--- config.mk ---
export PLATFORM = sky130hd
export DESIGN_NAME = history_checkpoint_queue_flat
export DESIGN_NICKNAME = d
export VERILOG_FILES = /design/src/rtl/history_checkpoint_queue_pkg.sv /design/src/rtl/history_checkpoint_queue_if.sv /design/src/rtl/history_checkpoint_queue_ckpt_ring.sv /design/src/rtl/history_checkpoint_queue.sv /design/src/flat_wrapper.sv
export SDC_FILE = /design/constraint.sdc
export NUM_CORES = 1
export LEC_CHECK = 0
export CORE_MARGIN = 3
export CORE_UTILIZATION = 25
export DETAILED_ROUTE_END_ITERATION = 6
export DONT_BUFFER_PORTS = 1
export PLACE_DENSITY_LB_ADDON = 0.05
export SYNTH_ARGS = -nofsm -noshare
export SYNTH_HDL_FRONTEND = slang
export SYNTH_SLANG_ARGS = --single-unit
--- constraint.sdc ---
create_clock -name clk -period 4.61 [get_ports clk]
set_clock_uncertainty 0.2 [all_clocks]
set_input_delay 1.383 -clock clk [delete_from_list [all_inputs] [get_ports clk]]
set_output_delay 1.383 -clock clk [all_outputs]
set_load 0.02 [all_outputs]
--- src/rtl/history_checkpoint_queue_pkg.sv ---
// ============================================================================
// Module  : hist_pkg
// Brief   : Shared types and helpers for the history checkpoint queue.
// Revision: 1.0 - initial release
// ============================================================================
`default_nettype none

`ifndef NUM_PERCEPTRONS
`define NUM_PERCEPTRONS 8
`endif

package hist_pkg;

  localparam int HIST_W = `NUM_PERCEPTRONS;

  typedef struct packed {
    logic [HIST_W-1:0] snap;
    logic              ptaken;
  } ckpt_entry_t;

  function automatic logic [HIST_W-1:0] shift_in(input logic [HIST_W-1:0] hist,
                                                 input logic              b);
    return {hist[HIST_W-2:0], b};
  endfunction

endpackage

`default_nettype wire

--- src/rtl/history_checkpoint_queue_if.sv ---
// ============================================================================
// Module  : history_checkpoint_queue_if
// Brief   : Prediction/resolution handshake and history outputs.
// Revision: 1.0 - initial release
// ============================================================================
`default_nettype none

interface history_checkpoint_queue_if #(
  parameter int N     = 8,
  parameter int DEPTH = 16
);
  logic                       pred_valid;
  logic                       pred_taken;
  logic                       pred_ready;
  logic                       res_valid;
  logic                       res_taken;
  logic [N-1:0]               spec_hist;
  logic                       mispredict;
  logic [N-1:0]               restore_hist;
  logic [$clog2(DEPTH):0]     count;
  logic                       underflow;

  modport master (
    output pred_valid, pred_taken, res_valid, res_taken,
    input  pred_ready, spec_hist, mispredict, restore_hist, count, underflow
  );

  modport slave (
    input  pred_valid, pred_taken, res_valid, res_taken,
    output pred_ready, spec_hist, mispredict, restore_hist, count, underflow
  );
endinterface

`default_nettype wire

--- src/rtl/history_checkpoint_queue_ckpt_ring.sv ---
// ============================================================================
// Module  : ckpt_ring
// Brief   : DEPTH-entry circular buffer of checkpoints with push/pop/flush_to.
// Revision: 1.0 - initial release
// ============================================================================
`default_nettype none

module ckpt_ring
  import hist_pkg::*;
#(
  parameter int DEPTH = 16
) (
  input  wire                       clk,
  input  wire                       rst,
  input  wire                       push,
  input  ckpt_entry_t               push_data,
  input  wire                       pop,
  input  wire                       flush,
  input  wire [$clog2(DEPTH)-1:0]   flush_ptr,
  output ckpt_entry_t               rd_data,
  output logic [$clog2(DEPTH)-1:0]  rd_ptr,
  output logic [$clog2(DEPTH):0]    count,
  output logic                      full,
  output logic                      empty
);

  localparam int PW = $clog2(DEPTH);
  localparam int CW = PW + 1;
  localparam logic [CW-1:0] c_depth = CW'(DEPTH);

  ckpt_entry_t   r_mem [DEPTH];
  logic [PW-1:0] r_wr_ptr;
  logic [PW-1:0] r_rd_ptr;
  logic [CW-1:0] r_count;

  // Entry storage carries no reset; occupancy is tracked by the pointers.
  always_ff @(posedge clk) begin
    if (push) begin
      r_mem[r_wr_ptr] <= push_data;
    end
  end

  always_ff @(posedge clk or posedge rst) begin
    if (rst) begin
      r_wr_ptr <= '0;
      r_rd_ptr <= '0;
      r_count  <= '0;
    end else begin
      if (pop) begin
        r_rd_ptr <= r_rd_ptr + 1'b1;
      end
      if (flush) begin
        r_wr_ptr <= flush_ptr;
        r_count  <= '0;
      end else begin
        if (push) begin
          r_wr_ptr <= r_wr_ptr + 1'b1;
        end
        case ({push, pop})
          2'b10:   r_count <= r_count + 1'b1;
          2'b01:   r_count <= r_count - 1'b1;
          default: r_count <= r_count;
        endcase
      end
    end
  end

  assign rd_data = r_mem[r_rd_ptr];
  assign rd_ptr  = r_rd_ptr;
  assign count   = r_count;
  assign full    = (r_count == c_depth);
  assign empty   = (r_count == '0);

endmodule

`default_nettype wire

--- src/rtl/history_checkpoint_queue.sv ---
// ============================================================================
// Module  : history_checkpoint_queue
// Brief   : Speculative global history with per-branch checkpoints and
//           mispredict repair. Optional counters: HIST_CKPT_STATS_EN.
// Revision: 1.0 - initial release
// ============================================================================
`default_nettype none

module history_checkpoint_queue
  import hist_pkg::*;
#(
  parameter int N     = HIST_W,
  parameter int DEPTH = 16
) (
  input  wire                         clk,
  input  wire                         rst,
`ifdef HIST_CKPT_STATS_EN
  output logic [31:0]                 stat_resolved,
  output logic [31:0]                 stat_mispred,
`endif
  history_checkpoint_queue_if.slave   bus
);

  localparam int PW = $clog2(DEPTH);

  logic [N-1:0]         r_spec_hist;
  logic                 r_mispredict;
  logic [N-1:0]         r_restore_hist;
  logic                 r_underflow;

  ckpt_entry_t          w_rd_data;
  ckpt_entry_t          w_push_data;
  logic [PW-1:0]        w_rd_ptr;
  logic [PW:0]          w_count;
  logic                 w_full;
  logic                 w_empty;
  logic                 w_pop;
  logic                 w_mis;
  logic                 w_push;
  logic [N-1:0]         w_restore;

  assign w_pop       = bus.res_valid && !w_empty;
  assign w_mis       = w_pop && (bus.res_taken != w_rd_data.ptaken);
  // A mispredict flushes the wrong path, so a concurrent push is dropped.
  assign w_push      = bus.pred_valid && !w_full && !w_mis;
  assign w_restore   = shift_in(w_rd_data.snap, bus.res_taken);
  assign w_push_data = '{snap: r_spec_hist, ptaken: bus.pred_taken};

  ckpt_ring #(
    .DEPTH (DEPTH)
  ) u_ring (
    .clk       (clk),
    .rst       (rst),
    .push      (w_push),
    .push_data (w_push_data),
    .pop       (w_pop),
    .flush     (w_mis),
    .flush_ptr (w_rd_ptr + 1'b1),
    .rd_data   (w_rd_data),
    .rd_ptr    (w_rd_ptr),
    .count     (w_count),
    .full      (w_full),
    .empty     (w_empty)
  );

  always_ff @(posedge clk or posedge rst) begin
    if (rst) begin
      r_spec_hist    <= '0;
      r_mispredict   <= 1'b0;
      r_restore_hist <= '0;
      r_underflow    <= 1'b0;
    end else begin
      r_mispredict <= w_mis;
      if (w_mis) begin
        r_spec_hist    <= w_restore;
        r_restore_hist <= w_restore;
      end else if (w_push) begin
        r_spec_hist <= shift_in(r_spec_hist, bus.pred_taken);
      end
      if (bus.res_valid && w_empty) begin
        r_underflow <= 1'b1;
      end
    end
  end

`ifdef HIST_CKPT_STATS_EN
  always_ff @(posedge clk or posedge rst) begin
    if (rst) begin
      stat_resolved <= '0;
      stat_mispred  <= '0;
    end else begin
      if (w_pop && (stat_resolved != 32'hFFFF_FFFF)) begin
        stat_resolved <= stat_resolved + 32'd1;
      end
      if (w_mis && (stat_mispred != 32'hFFFF_FFFF)) begin
        stat_mispred <= stat_mispred + 32'd1;
      end
    end
  end
`endif

  assign bus.pred_ready   = !w_full;
  assign bus.spec_hist    = r_spec_hist;
  assign bus.mispredict   = r_mispredict;
  assign bus.restore_hist = r_restore_hist;
  assign bus.count        = w_count;
  assign bus.underflow    = r_underflow;

endmodule

`default_nettype wire

--- src/flat_wrapper.sv ---
// flat-port wrapper written by rule: the top's interface ports become plain ports
module history_checkpoint_queue_flat import hist_pkg::*;
#(
  parameter int N     = HIST_W,
  parameter int DEPTH = 16
)
  (clk, rst, bus_pred_valid, bus_pred_taken, bus_res_valid, bus_res_taken, bus_pred_ready, bus_spec_hist, bus_mispredict, bus_restore_hist, bus_count, bus_underflow);
  history_checkpoint_queue_if #(.N(N), .DEPTH(DEPTH)) bus_i ();
  input  wire clk;
  input  wire rst;
  input wire logic [$bits(bus_i.pred_valid)-1:0] bus_pred_valid;
  input wire logic [$bits(bus_i.pred_taken)-1:0] bus_pred_taken;
  input wire logic [$bits(bus_i.res_valid)-1:0] bus_res_valid;
  input wire logic [$bits(bus_i.res_taken)-1:0] bus_res_taken;
  output wire logic [$bits(bus_i.pred_ready)-1:0] bus_pred_ready;
  output wire logic [$bits(bus_i.spec_hist)-1:0] bus_spec_hist;
  output wire logic [$bits(bus_i.mispredict)-1:0] bus_mispredict;
  output wire logic [$bits(bus_i.restore_hist)-1:0] bus_restore_hist;
  output wire logic [$bits(bus_i.count)-1:0] bus_count;
  output wire logic [$bits(bus_i.underflow)-1:0] bus_underflow;
  assign bus_i.pred_valid = bus_pred_valid;
  assign bus_i.pred_taken = bus_pred_taken;
  assign bus_i.res_valid = bus_res_valid;
  assign bus_i.res_taken = bus_res_taken;
  assign bus_pred_ready = bus_i.pred_ready;
  assign bus_spec_hist = bus_i.spec_hist;
  assign bus_mispredict = bus_i.mispredict;
  assign bus_restore_hist = bus_i.restore_hist;
  assign bus_count = bus_i.count;
  assign bus_underflow = bus_i.underflow;
  history_checkpoint_queue #(.N(N), .DEPTH(DEPTH)) u_core (.clk(clk), .rst(rst), .bus(bus_i));
endmodule
### Yosys cells after proc, flatten, opt, wreduce, memory -nomap -nowiden

Memories as Yosys holds them, arrays and structs flattened.
Index checks and enable logic that the tools add are counted.

* $add $sub $neg: 4
* eq/ne operators: 4
* muxes and demuxes: 8
* reduce and logical (&&, ||, !) cells: 11

Operators with widths (number)
* two-way mux 8 bit: 2
* one-hot mux 5 bit (2 select lines): 1
* adder 4 x 1 -> 4 bit, second input constant: 2
* two-way mux 4 bit: 2
* adder 5 x 1 -> 5 bit, second input constant: 1
* equality test 5 bit, second input constant: 1
* logical AND 1 bit: 5
* zero test 5 bit: 1
* two-way mux 5 bit: 1
* subtractor 5 x 1 -> 5 bit, second input constant: 1
* zero test 1 bit: 3
* nonzero test 3 bit: 1
* equality test 2 x 1 -> 1 bit, second input constant: 1
* equality test 2 bit, second input constant: 1
* two-way mux 1 bit: 2
* nonzero test 2 bit: 1
* != test 1 bit: 1

* register bits: 31
* RAM bits: 144
* input port bits: 6
* output and inout port bits: 24
* word-level logic and storage cells: 35
* memories kept: 1

Memory list
* u_core.u_ring.r_mem: depth 16, bits a word 9, read ports 1, clocked after memory_dff 0, write ports 1, line history_checkpoint_queue_ckpt_ring.sv:31 `ckpt_entry_t r_mem [DEPTH];`

### Logic depth before layout (Yosys ltp)

Gate-level depths: netlist of run 1.

* depth after elaboration: 9
* gate-level depth with buffers: 16
* depth with buffers taken out: 13

### Modules after synthesis

From an unflattened synthesis of run 1, not the netlist that was laid out.

* cells, all modules: 360
* area total of the unflattened synthesis: 7229.4 µm²

By module, submodules not included
* ckpt_ring: times used 1, cells an instance 302, area each 6353.6 µm², seq. area each 4649.5 µm²
* history_checkpoint_queue: times used 1, cells an instance 58, area each 875.8 µm², seq. area each 450.4 µm²

### Worst setup path before layout of run 1

OpenSTA, ideal clock, no wires.

* path kind: input to register
* start point: input bus_res_valid
* end point: register u_core.u_ring.r_count[4] (netlist: u_core.u_ring.count[4])
* setup time: 0.111 ns
* arrival: 3.890 ns
* required time: 4.299 ns
* slack: 0.409 ns
* stages: 13
* path buffers: 3
* cells stage by stage: clkbuf_1 o21ai_1 clkbuf_1 nor2_1 xor2_1 ha_1 clkbuf_1 o31a_1 o311a_1 nor3_1 o311ai_0 nor2_1 a2111oi_2

* word-level cells in the longest chain between the ends: 7
* elaborated cells between the ends (all ways): 9
* classes of those cells: 2 x eq/ne; 2 x mux; 5 x reduce/logical

Ends and longest elaborated chain
* from (decl): line flat_wrapper.sv:13 `input wire logic [$bits(bus_i.res_valid)-1:0] bus_res_valid;`
* logical AND 1 bit (*): line history_checkpoint_queue.sv:42 `assign w_pop = bus.res_valid && !w_empty;`
* logical AND 1 bit: line history_checkpoint_queue.sv:43 `assign w_mis = w_pop && (bus.res_taken != w_rd_data.ptaken);`
* zero test 1 bit: line history_checkpoint_queue.sv:45 `assign w_push = bus.pred_valid && !w_full && !w_mis;`
* logical AND 1 bit: line history_checkpoint_queue.sv:45
* equality test 2 x 1 -> 1 bit / equality test 2 bit (equally long branches): line history_checkpoint_queue_ckpt_ring.sv:59 `case ({push, pop})`
* one-hot mux 5 bit (2 select lines): line history_checkpoint_queue_ckpt_ring.sv:59
* two-way mux 5 bit: line history_checkpoint_queue_ckpt_ring.sv:52 `if (flush) begin`
* to (signal assigned): line history_checkpoint_queue_ckpt_ring.sv:60 `2'b10: r_count <= r_count + 1'b1;`
* to (signal assigned): line history_checkpoint_queue_ckpt_ring.sv:61 `2'b01: r_count <= r_count - 1'b1;`
* to (signal assigned): line history_checkpoint_queue_ckpt_ring.sv:62 `default: r_count <= r_count;`
* to (decl): line history_checkpoint_queue_ckpt_ring.sv:34 `logic [CW-1:0] r_count;`

Every way passes the cells marked *; elsewhere a longest branch is shown, timed or not.
A chain may end at the register's enable or synchronous reset.

### Worst setup path after layout of run 1

* start point: register u_core.u_ring.r_rd_ptr[2] (netlist: u_core.u_ring.rd_ptr[2])
* end point: register u_core.u_ring.r_count[4] (netlist: u_core.u_ring.count[4])

* word-level cells in the longest chain between the ends: 8
* elaborated cells between the ends (all ways): 10
* classes of those cells: 3 x eq/ne; 2 x mux; 4 x reduce/logical; 1 x memory

Ends and longest elaborated chain
* from (decl): line history_checkpoint_queue_ckpt_ring.sv:33 `logic [PW-1:0] r_rd_ptr;`
* from (signal assigned): line history_checkpoint_queue_ckpt_ring.sv:50 `r_rd_ptr <= r_rd_ptr + 1'b1;`
* memory read (16 x 9 bit) (*)
* != test 1 bit (*): line history_checkpoint_queue.sv:43
* logical AND 1 bit (*): line history_checkpoint_queue.sv:43
* zero test 1 bit: line history_checkpoint_queue.sv:45
* logical AND 1 bit: line history_checkpoint_queue.sv:45
* equality test 2 x 1 -> 1 bit / equality test 2 bit (equally long branches): line history_checkpoint_queue_ckpt_ring.sv:59
* one-hot mux 5 bit (2 select lines): line history_checkpoint_queue_ckpt_ring.sv:59
* two-way mux 5 bit: line history_checkpoint_queue_ckpt_ring.sv:52

Marks and branches as above.

==> reports/summary.txt, run 1 <==
FINAL LAYOUT
----------------------------------------------------------------------------------
Synth-to-Final Area Change ..........................................       17.48%
Final cell count without fillers ....................................          775
Number of nets at the end of the flow ...............................          440
Ant diodes ..........................................................            0
Share of final-layout standard cells stronger than drive strength 1 .       25.23%

WORST SETUP PATH
----------------------------------------------------------------------------------
CP most frequent cell ...............................................       nor2_1
Critical Path End Type ..............................................     register
Critical R2R Capture ................................................ u_core.u_ring.count[4]
Crit start category .................................................     register
Slowest cell on the critical path ...................................       mux4_1
Launch point of the critical path ................................... u_core.u_ring.rd_ptr[2]
Largest fanout on the critical path .................................            8
Worst endpoint data arrival time ....................................      4260 ps
List of cells traversed by the critical path ........................ mux4_1 -> mux4_2 -> xnor2_4 -> a21oi_1 -> nor2_1 -> xor2_1 -> ha_1 -> o31a_1 -> o311a_1 -> nor3_1 -> o311ai_1 -> nor2_1 -> a2111oi_2
Kind of critical path ...............................................   reg -> reg
FF-to-FF setup slack ................................................       470 ps
Critical R2R Launch ................................................. u_core.u_ring.rd_ptr[2]
Count of cells along the worst register-to-register path ............           13
Critical Path RT ....................................................      4720 ps
Largest incremental delay on the critical path ......................       630 ps

STA
----------------------------------------------------------------------------------
Total count of hold-check failures in the final report ..............            0
Post-layout min period ..............................................      4142 ps
Final setup violation count .........................................            0
Part of the cycle the worst path needs ..............................       89.85%
Fin Setup TNS .......................................................         0 ps
Headroom to the max-slew limit ......................................       25.94%
Number of pins with negative max-slew slack in the final report .....            0
Unrepaired setup endpoints after global routing .....................           no
Worst Tran Pin Value ................................................      1110 ps
Max Clk Rate ........................................................    241.4 MHz

CLOCK NETWORK
----------------------------------------------------------------------------------
Number of cells upsized or downsized after cts ......................            0
Number of hold buffers added after cts ..............................            0
Root Driver .........................................................    clkbuf_16
Deepest level of the CTS H-tree .....................................            4
TritonCTS buffer count ..............................................           17
Maximum count of clock buffers along a single path ..................            2
CTS tree ............................................................        built
Postcts setup bufs ..................................................            0
Worst-Skew Late Latency .............................................       420 ps
Clock sink count ....................................................          159
Clock slew seen by the registers of the worst setup and hold paths ..        70 ps

GLOBAL ROUTE
----------------------------------------------------------------------------------
Initial antenna violation count .....................................            0
Via count of the first global-routing pass ..........................         3800
Overall global routing resource usage ...............................       13.15%
Largest net degree at the start of global routing ...................           36
Grt total ovfl ......................................................            0
Global-route wire length before repair ..............................     27030 um

PWR
----------------------------------------------------------------------------------
Static leakage power ................................................     2.733 nW
Pwr/cell area ....................................................... 690.2 mW/mm2
Worst vdd rail ir drop ..............................................    0.2884 mV

SYNTHESIS
----------------------------------------------------------------------------------
Synth area leader ...................................................     edfxtp_1
Post-synthesis cell count ...........................................          397
Most area-consuming cells after synthesis ........................... edfxtp_1, mux4_2, dfrtp_1, nand2_1, mux2i_1
Synth warn ..........................................................            0
Synth async-reset ratio .............................................       19.50%
Fraction of synthesized cell area taken by the top area cell type ...       57.26%
Most instantiated flip-flop cell in the synthesis netlist ...........     edfxtp_1
FF+latch count, synth ...............................................          159
Synth unique cells ..................................................           48
Post-synthesis instance area ........................................ 0.006713 mm2
Mean post-synth cell area ...........................................    16.91 um2
Sequential area share after synthesis ...............................       68.82%
Number of enable flip-flop cells after synthesis ....................          128
Net count after synthesis ...........................................          410

FLOORPLANNING
----------------------------------------------------------------------------------
X dimension of the die ..............................................     169.9 um
Number of core rows .................................................           59
Placeable core region ...............................................  0.02621 mm2
Die span in y .......................................................     169.9 um
Die outline area ....................................................  0.02885 mm2
Number of top-level pins ............................................           30
Initial Util ........................................................       25.61%

PLACE
----------------------------------------------------------------------------------
Number of port buffers ..............................................            0
RePlAce Congestion ..................................................       0.7565
Number of instances in the placed design ............................          743
Post-DP HPWL ........................................................     11810 um

ROUTING
----------------------------------------------------------------------------------
Number of DRC violations after detailed routing .....................            0
Initial drt markers .................................................          259
Routed wirelength normalized by instance count ......................     23.33 um
Detail-routed via count per cell ....................................        4.585
Count of nets left with antenna violations after detail routing .....            0
Vias ................................................................         3553
TritonRoute pass-1 iters ............................................            4
Total wire length after detailed routing ............................     18080 um

WORST HOLD PATH
----------------------------------------------------------------------------------
Worst min-delay path class ..........................................   reg -> reg
Worst Hold Path Cells ...............................................            1
Startpoint of the lowest-slack hold path ............................ u_core.bus.underflow
Hold EP ............................................................. u_core.bus.underflow

FLOW RUN
----------------------------------------------------------------------------------
Maximum capacitance violations ......................................            0

STATUS
----------------------------------------------------------------------------------
Result of the run ................................................... complete, no violations

[synth_stat cells (2+ instances only)]
| master | count |
|---|---|
| o2111ai_1 | 3 |
| buf_2 | 3 |
| a31oi_1 | 2 |
| nand2_1 | 44 |
| nor4_1 | 3 |
| a21o_1 | 2 |
| buf_1 | 4 |
| nor3_1 | 5 |
| nor2_1 | 23 |
| and2_1 | 2 |
| xnor2_1 | 7 |
| a32o_1 | 2 |
| mux2i_1 | 12 |
| ha_1 | 7 |
| o311ai_0 | 2 |
| dfrtp_1 | 31 |
| o21a_1 | 3 |
| nand3_1 | 3 |
| clkbuf_1 | 17 |
| xor2_1 | 3 |
| mux4_1 | 2 |
| nand2b_1 | 3 |
| edfxtp_1 | 128 |
| o21ai_0 | 15 |
| mux4_2 | 38 |
| o211ai_1 | 2 |
| a21oi_1 | 4 |
| inv_1 | 7 |
[final cells by class]
class / instances / area, um2
fillers: 2571 / 18320
flip-flops and latches: 159 / 4621
multi-input cells: 206 / 1966
clock buffers: 18 / 429.2
well taps: 335 / 419.2
repair buffers: 36 / 270.3
clock inverters: 14 / 155.1
inverters: 7 / 26.28
[placed cells by master, fill, tap and decap left out, types with 2 or more instances in the layout]
cell type,count
edfxtp_1,128
a32o_1,2
a21oi_1,4
o21ai_0,15
bufinv_16,2
clkinv_4,2
o211ai_1,2
buf_4,36
inv_1,7
a31oi_1,2
clkinvlp_4,2
a21o_1,2
o21a_1,3
xor2_1,3
nand2b_1,3
nor2_1,23
mux4_1,2
o2111ai_1,3
ha_1,7
mux4_2,38
nand3_1,3
nor3_1,5
clkbuf_16,17
and2_1,2
mux2i_1,12
inv_6,5
dfrtp_1,30
nand2_1,44
nor4_1,3
xnor2_1,7
clkinv_1,2
[sequential cells by signal, indices dropped and copies added, names as in the netlist]
signal / cells
u_core.u_ring.rd_ptr: 4
u_core.u_ring.r_wr_ptr: 4
u_core.bus.underflow: 1
u_core.bus.mispredict: 1
u_core.bus.restore_hist: 8
u_core.u_ring.count: 5
u_core.bus.spec_hist: 8
u_core.u_ring.r_mem: 128
[routing by layer]
metal / share of wire [%] / wire length (um) / up-vias / track usage [%]
li1: - / - / 1619 / -
met1: 46 / 8345 / 1872 / 17.56
met2: 50 / 9061 / 53 / 22.01
met3: 3.0 / 541 / 9 / 3.182
met4: 0.72 / 131 / 0 / 2.667
met5: 0 / 0 / - / 0
[worst max path at each step]
stage                                         to  slack (ps)  cells after the start
final                     u_core.u_ring.count[4]         470                     13
after global routing      u_core.u_ring.count[4]         130                     13
after CTS                 u_core.u_ring.count[4]         380                     13
after detailed placement  u_core.u_ring.count[4]         390                     13
after global placement    u_core.u_ring.count[4]         480                     13
after floorplan           u_core.u_ring.count[4]         410                     13
[power breakdown]
group          total [W]  switching, W  internal, W
logic            0.00171      0.000962     0.000745
registers        0.00231      0.000368      0.00194
clock network    0.00143      0.000622     0.000809
total            0.00544       0.00195      0.00349
[critical path, delay by kind of cell (launching register included)]
family / cells / cell delay (ps)
muxes: 2 / 1190
AOI/OAI and AO/OA: 5 / 1150
DFF: 1 / 490
and+or+nand+nor: 3 / 350
xor gates and xnor gates: 2 / 340
adders and majority gates: 1 / 310
[stage by stage]
stage	hold WS (ps)	instance area [um2]	setup slack, ps	total power [W]	utilization (%)
2_1_floorplan	365.6	6713	409.1	0.003428	-
3_3_place_gp	395.5	7302	475.6	0.004117	27.86
3_5_place_dp	398.1	7302	391.3	0.004123	27.86
4_1_cts	414.9	7886	377.0	0.005573	30.09
5_1_grt	444.4	7886	126.6	0.005792	30.09
6_report	406.5	7886	468.1	0.005443	30.09
[cell families after synthesis]
logic type | after synthesis | synth area share, %
mux | 53 | 15.49
flops | 159 | 68.82
compound gates | 48 | 5.200
xor+xnor | 11 | 1.715
buf+inv | 32 | 1.957
fa+ha+maj | 7 | 1.305
simple gates | 87 | 5.517
No activity file was read; power rests on OpenSTA's default activity.
==> run 2, diff against run 1 <==
GPL_TIMING_DRIVEN = 0   (was unset)
TNS_END_PERCENT = 50   (was unset)
==> run 2 against run 1 <==
  * Maximum frequency down 6.4%
  * Critical endpoint unchanged
  * Critical path type unchanged
  * Sequential share of layout area is 0.91 points higher
  * Worst setup slack worse by 280 ps
  * Clock-buffer cell count is 1 lower
  * Flip-flop and latch count is the same
  * First-iteration DRC count shrank 16%
==> reports/summary.txt, run 2 (synthesized netlist as in run 1, its figures left out) <==
ROUTING
----------------------------------------------------------------------------------
Routed wirelength normalized by instance count ......................     22.25 um   -4.6%
Total wire length after detailed routing ............................     16980 um   -6.1%
TritonRoute pass-1 iters ............................................            4   unchanged
Detail-routed via count per cell ....................................        4.586   about the same
Initial drt markers .................................................          218   -16%
Vias ................................................................         3499   -1.5%
Count of nets left with antenna violations after detail routing .....            0   unchanged
Number of DRC violations after detailed routing .....................            0   unchanged

FINAL LAYOUT
----------------------------------------------------------------------------------
Largest register FFs ................................................          128   unchanged
Fillcell total ......................................................         2579   +0.31%
Register with the most flip-flops ................................... u_core.u_ring.r_mem
Synth-to-Final Area Change ..........................................       15.66%
Share of final-layout standard cells stronger than drive strength 1 .       20.79%   -4.4 points
Leading cell type in the layout, fill and taps excluded .............     edfxtp_1
Number of nets at the end of the flow ...............................          428   -2.7%
Leading cell types in the layout, fill and taps excluded ............ edfxtp_1, nand2_1, mux4_2
Ant diodes ..........................................................            0   unchanged

FLOORPLANNING
----------------------------------------------------------------------------------
Number of top-level pins ............................................           30   unchanged
Die outline area ....................................................  0.02885 mm2   unchanged
Initial Util ........................................................       25.61%   unchanged
Number of core rows .................................................           59   unchanged
X dimension of the die ..............................................     169.9 um   unchanged
Placeable core region ...............................................  0.02621 mm2   unchanged
Die span in y .......................................................     169.9 um   unchanged

STA
----------------------------------------------------------------------------------
Unrepaired setup endpoints after global routing .....................           no
Final setup violation count .........................................            0   unchanged
Number of pins with negative max-slew slack in the final report .....            0   unchanged
Max Clk Rate ........................................................    226.1 MHz   -6.4%
Post-layout min period ..............................................      4423 ps   +281.4 ps
Headroom to the max-slew limit ......................................       27.85%   +1.9 points
Total count of hold-check failures in the final report ..............            0   unchanged
Worst setup margin ..................................................     186.7 ps   -281.4 ps
Worst Tran Pin Value ................................................      1078 ps   -31.40 ps
Fin Setup TNS .......................................................         0 ps   unchanged
Part of the cycle the worst path needs ..............................       95.95%   +6.1 points

WORST SETUP PATH
----------------------------------------------------------------------------------
Count of cells along the worst register-to-register path ............           14   +1
Critical Path RT ....................................................      4730 ps   about the same
Critical R2R Launch ................................................. u_core.u_ring.rd_ptr[2]
FF-to-FF setup slack ................................................       190 ps   -280 ps
Launch point of the critical path ................................... u_core.u_ring.rd_ptr[2]
Kind of critical path ...............................................   reg -> reg
Capturing instance or port of the critical path ..................... u_core.u_ring.count[4]
Crit start category .................................................     register
Largest fanout on the critical path .................................            8   unchanged
Worst endpoint data arrival time ....................................      4540 ps   +280 ps
Critical R2R Capture ................................................ u_core.u_ring.count[4]
Critical Path End Type ..............................................     register

PLACE
----------------------------------------------------------------------------------
Number of port buffers ..............................................            0   unchanged
Post-place setup slack ..............................................    -513.4 ps   -904.7 ps
Post-DP HPWL ........................................................     11820 um   about the same
RePlAce Congestion ..................................................       0.7139   -5.6%

PWR
----------------------------------------------------------------------------------
Final Power .........................................................   0.005383 W   -1.1%
Worst vdd rail ir drop ..............................................    0.2566 mV   -11%
Pwr/cell area ....................................................... 693.4 mW/mm2   +0.46%
Static leakage power ................................................     2.609 nW   -4.5%

STATUS
----------------------------------------------------------------------------------
Result of the run ................................................... complete, no violations

CLOCK NETWORK
----------------------------------------------------------------------------------
CTS tree ............................................................        built
Deepest level of the CTS H-tree .....................................            4   unchanged
Worst-Skew Late Latency .............................................       430 ps   about the same
Clock sink count ....................................................          159   unchanged
TritonCTS buffer count ..............................................           17   unchanged
Root Driver .........................................................    clkbuf_16
Number of hold buffers added after cts ..............................            0   unchanged
Maximum count of clock buffers along a single path ..................            2   unchanged
Clock slew seen by the registers of the worst setup and hold paths ..        70 ps   about the same

GLOBAL ROUTE
----------------------------------------------------------------------------------
Overall global routing resource usage ...............................       12.45%   -0.70 points
Initial antenna violation count .....................................            0   unchanged
Largest net degree at the start of global routing ...................           32   -11%
Via count of the first global-routing pass ..........................         3852   +1.4%
Global-route wire length before repair ..............................     25860 um   -4.3%
Grt total ovfl ......................................................            0   unchanged

FLOW RUN
----------------------------------------------------------------------------------
Maximum capacitance violations ......................................            0   unchanged

WORST HOLD PATH
----------------------------------------------------------------------------------
Worst min-delay path class ..........................................   reg -> reg

## run 2: cell types whose count changed in the layout (fill, tap and decap cells not counted), moves of 2 or more
cell | before | now
nor3_2 | 0 | 4
nor3_1 | 5 | 1
inv_8 | 1 | 6
buf_4 | 36 | 1
clkinvlp_4 | 2 | 0
clkbuf_1 | 1 | 15
bufinv_16 | 2 | 0
clkinv_8 | 0 | 3
inv_6 | 5 | 3
buf_2 | 0 | 2
buf_1 | 0 | 4
## run 2: worst min path at each step
stage / start / end / cells after the start
after detailed placement: u_core.bus.underflow / u_core.bus.underflow / 1
final: u_core.bus.underflow / u_core.bus.underflow / 1
after CTS: u_core.bus.underflow / u_core.bus.underflow / 1
after global placement: u_core.bus.underflow / u_core.bus.underflow / 1
after floorplan: u_core.bus.underflow / u_core.bus.underflow / 1
after global routing: u_core.bus.restore_hist[5] / u_core.bus.restore_hist[5] / 2
## run 2: power by group
part / switching (W) / leakage, nW / internal (W)
logic: 0.000953 / 0.777 / 0.000699
clock network: 0.000673 / 0.290 / 0.000730
registers: 0.000389 / 1.54 / 0.00194
## run 2: worst max-delay path, cell delays in order, from the launching register on
cell       delay (ps)
dfrtp_1           350
buf_6             120
mux4_1            580
mux4_2            580
xnor2_4           300
a21oi_4           150
nor2_1            240
xor2_1            180
ha_2              280
o31a_1            160
o311a_1           230
nor3_1             70
o311ai_1          390
nor2_1            110
a2111oi_2         360
## run 2: repair_timing
item | in CTS | in global routing
setup endpoints to repair | 1 | 1
gates resized for setup | 6 | 2
setup buffers | 0 | 0
## run 2: metrics by stage
stage / hold WS, ps / cell area (um2) / cells / utilization [%]
5_1_grt: 455.8 / 7764 / 763 / 29.63
3_5_place_dp: 397.0 / 7152 / 732 / 27.29
6_report: 414.1 / 7764 / 763 / 29.63
2_1_floorplan: 365.6 / 6713 / 397 / -
4_1_cts: 417.5 / 7755 / 763 / 29.59
3_3_place_gp: 389.6 / 7132 / 732 / 27.21
## run 2: layer usage
layer | global-route usage [%] | share of wire [%] | routed length (um)
met5 | 0 | 0 | 0
met4 | 3.343 | 1.0 | 177
met3 | 3.020 | 3.1 | 522
met2 | 21.45 | 52 | 8812
met1 | 15.73 | 44 | 7465
## run 2: layout make-up
cell class                      count  area (um2)  share of cell area (%)
Clock buffer                       17       425.4                   5.479
Multi-Input combinational cell    206        2004                   25.82
Inverter                            7       26.28                  0.3384
Tap cell                          335       419.2                   5.399
Buffer                             24       105.1                   1.354
Sequential cell                   159        4619                   59.50
Clock inverter                     15       163.9                   2.111
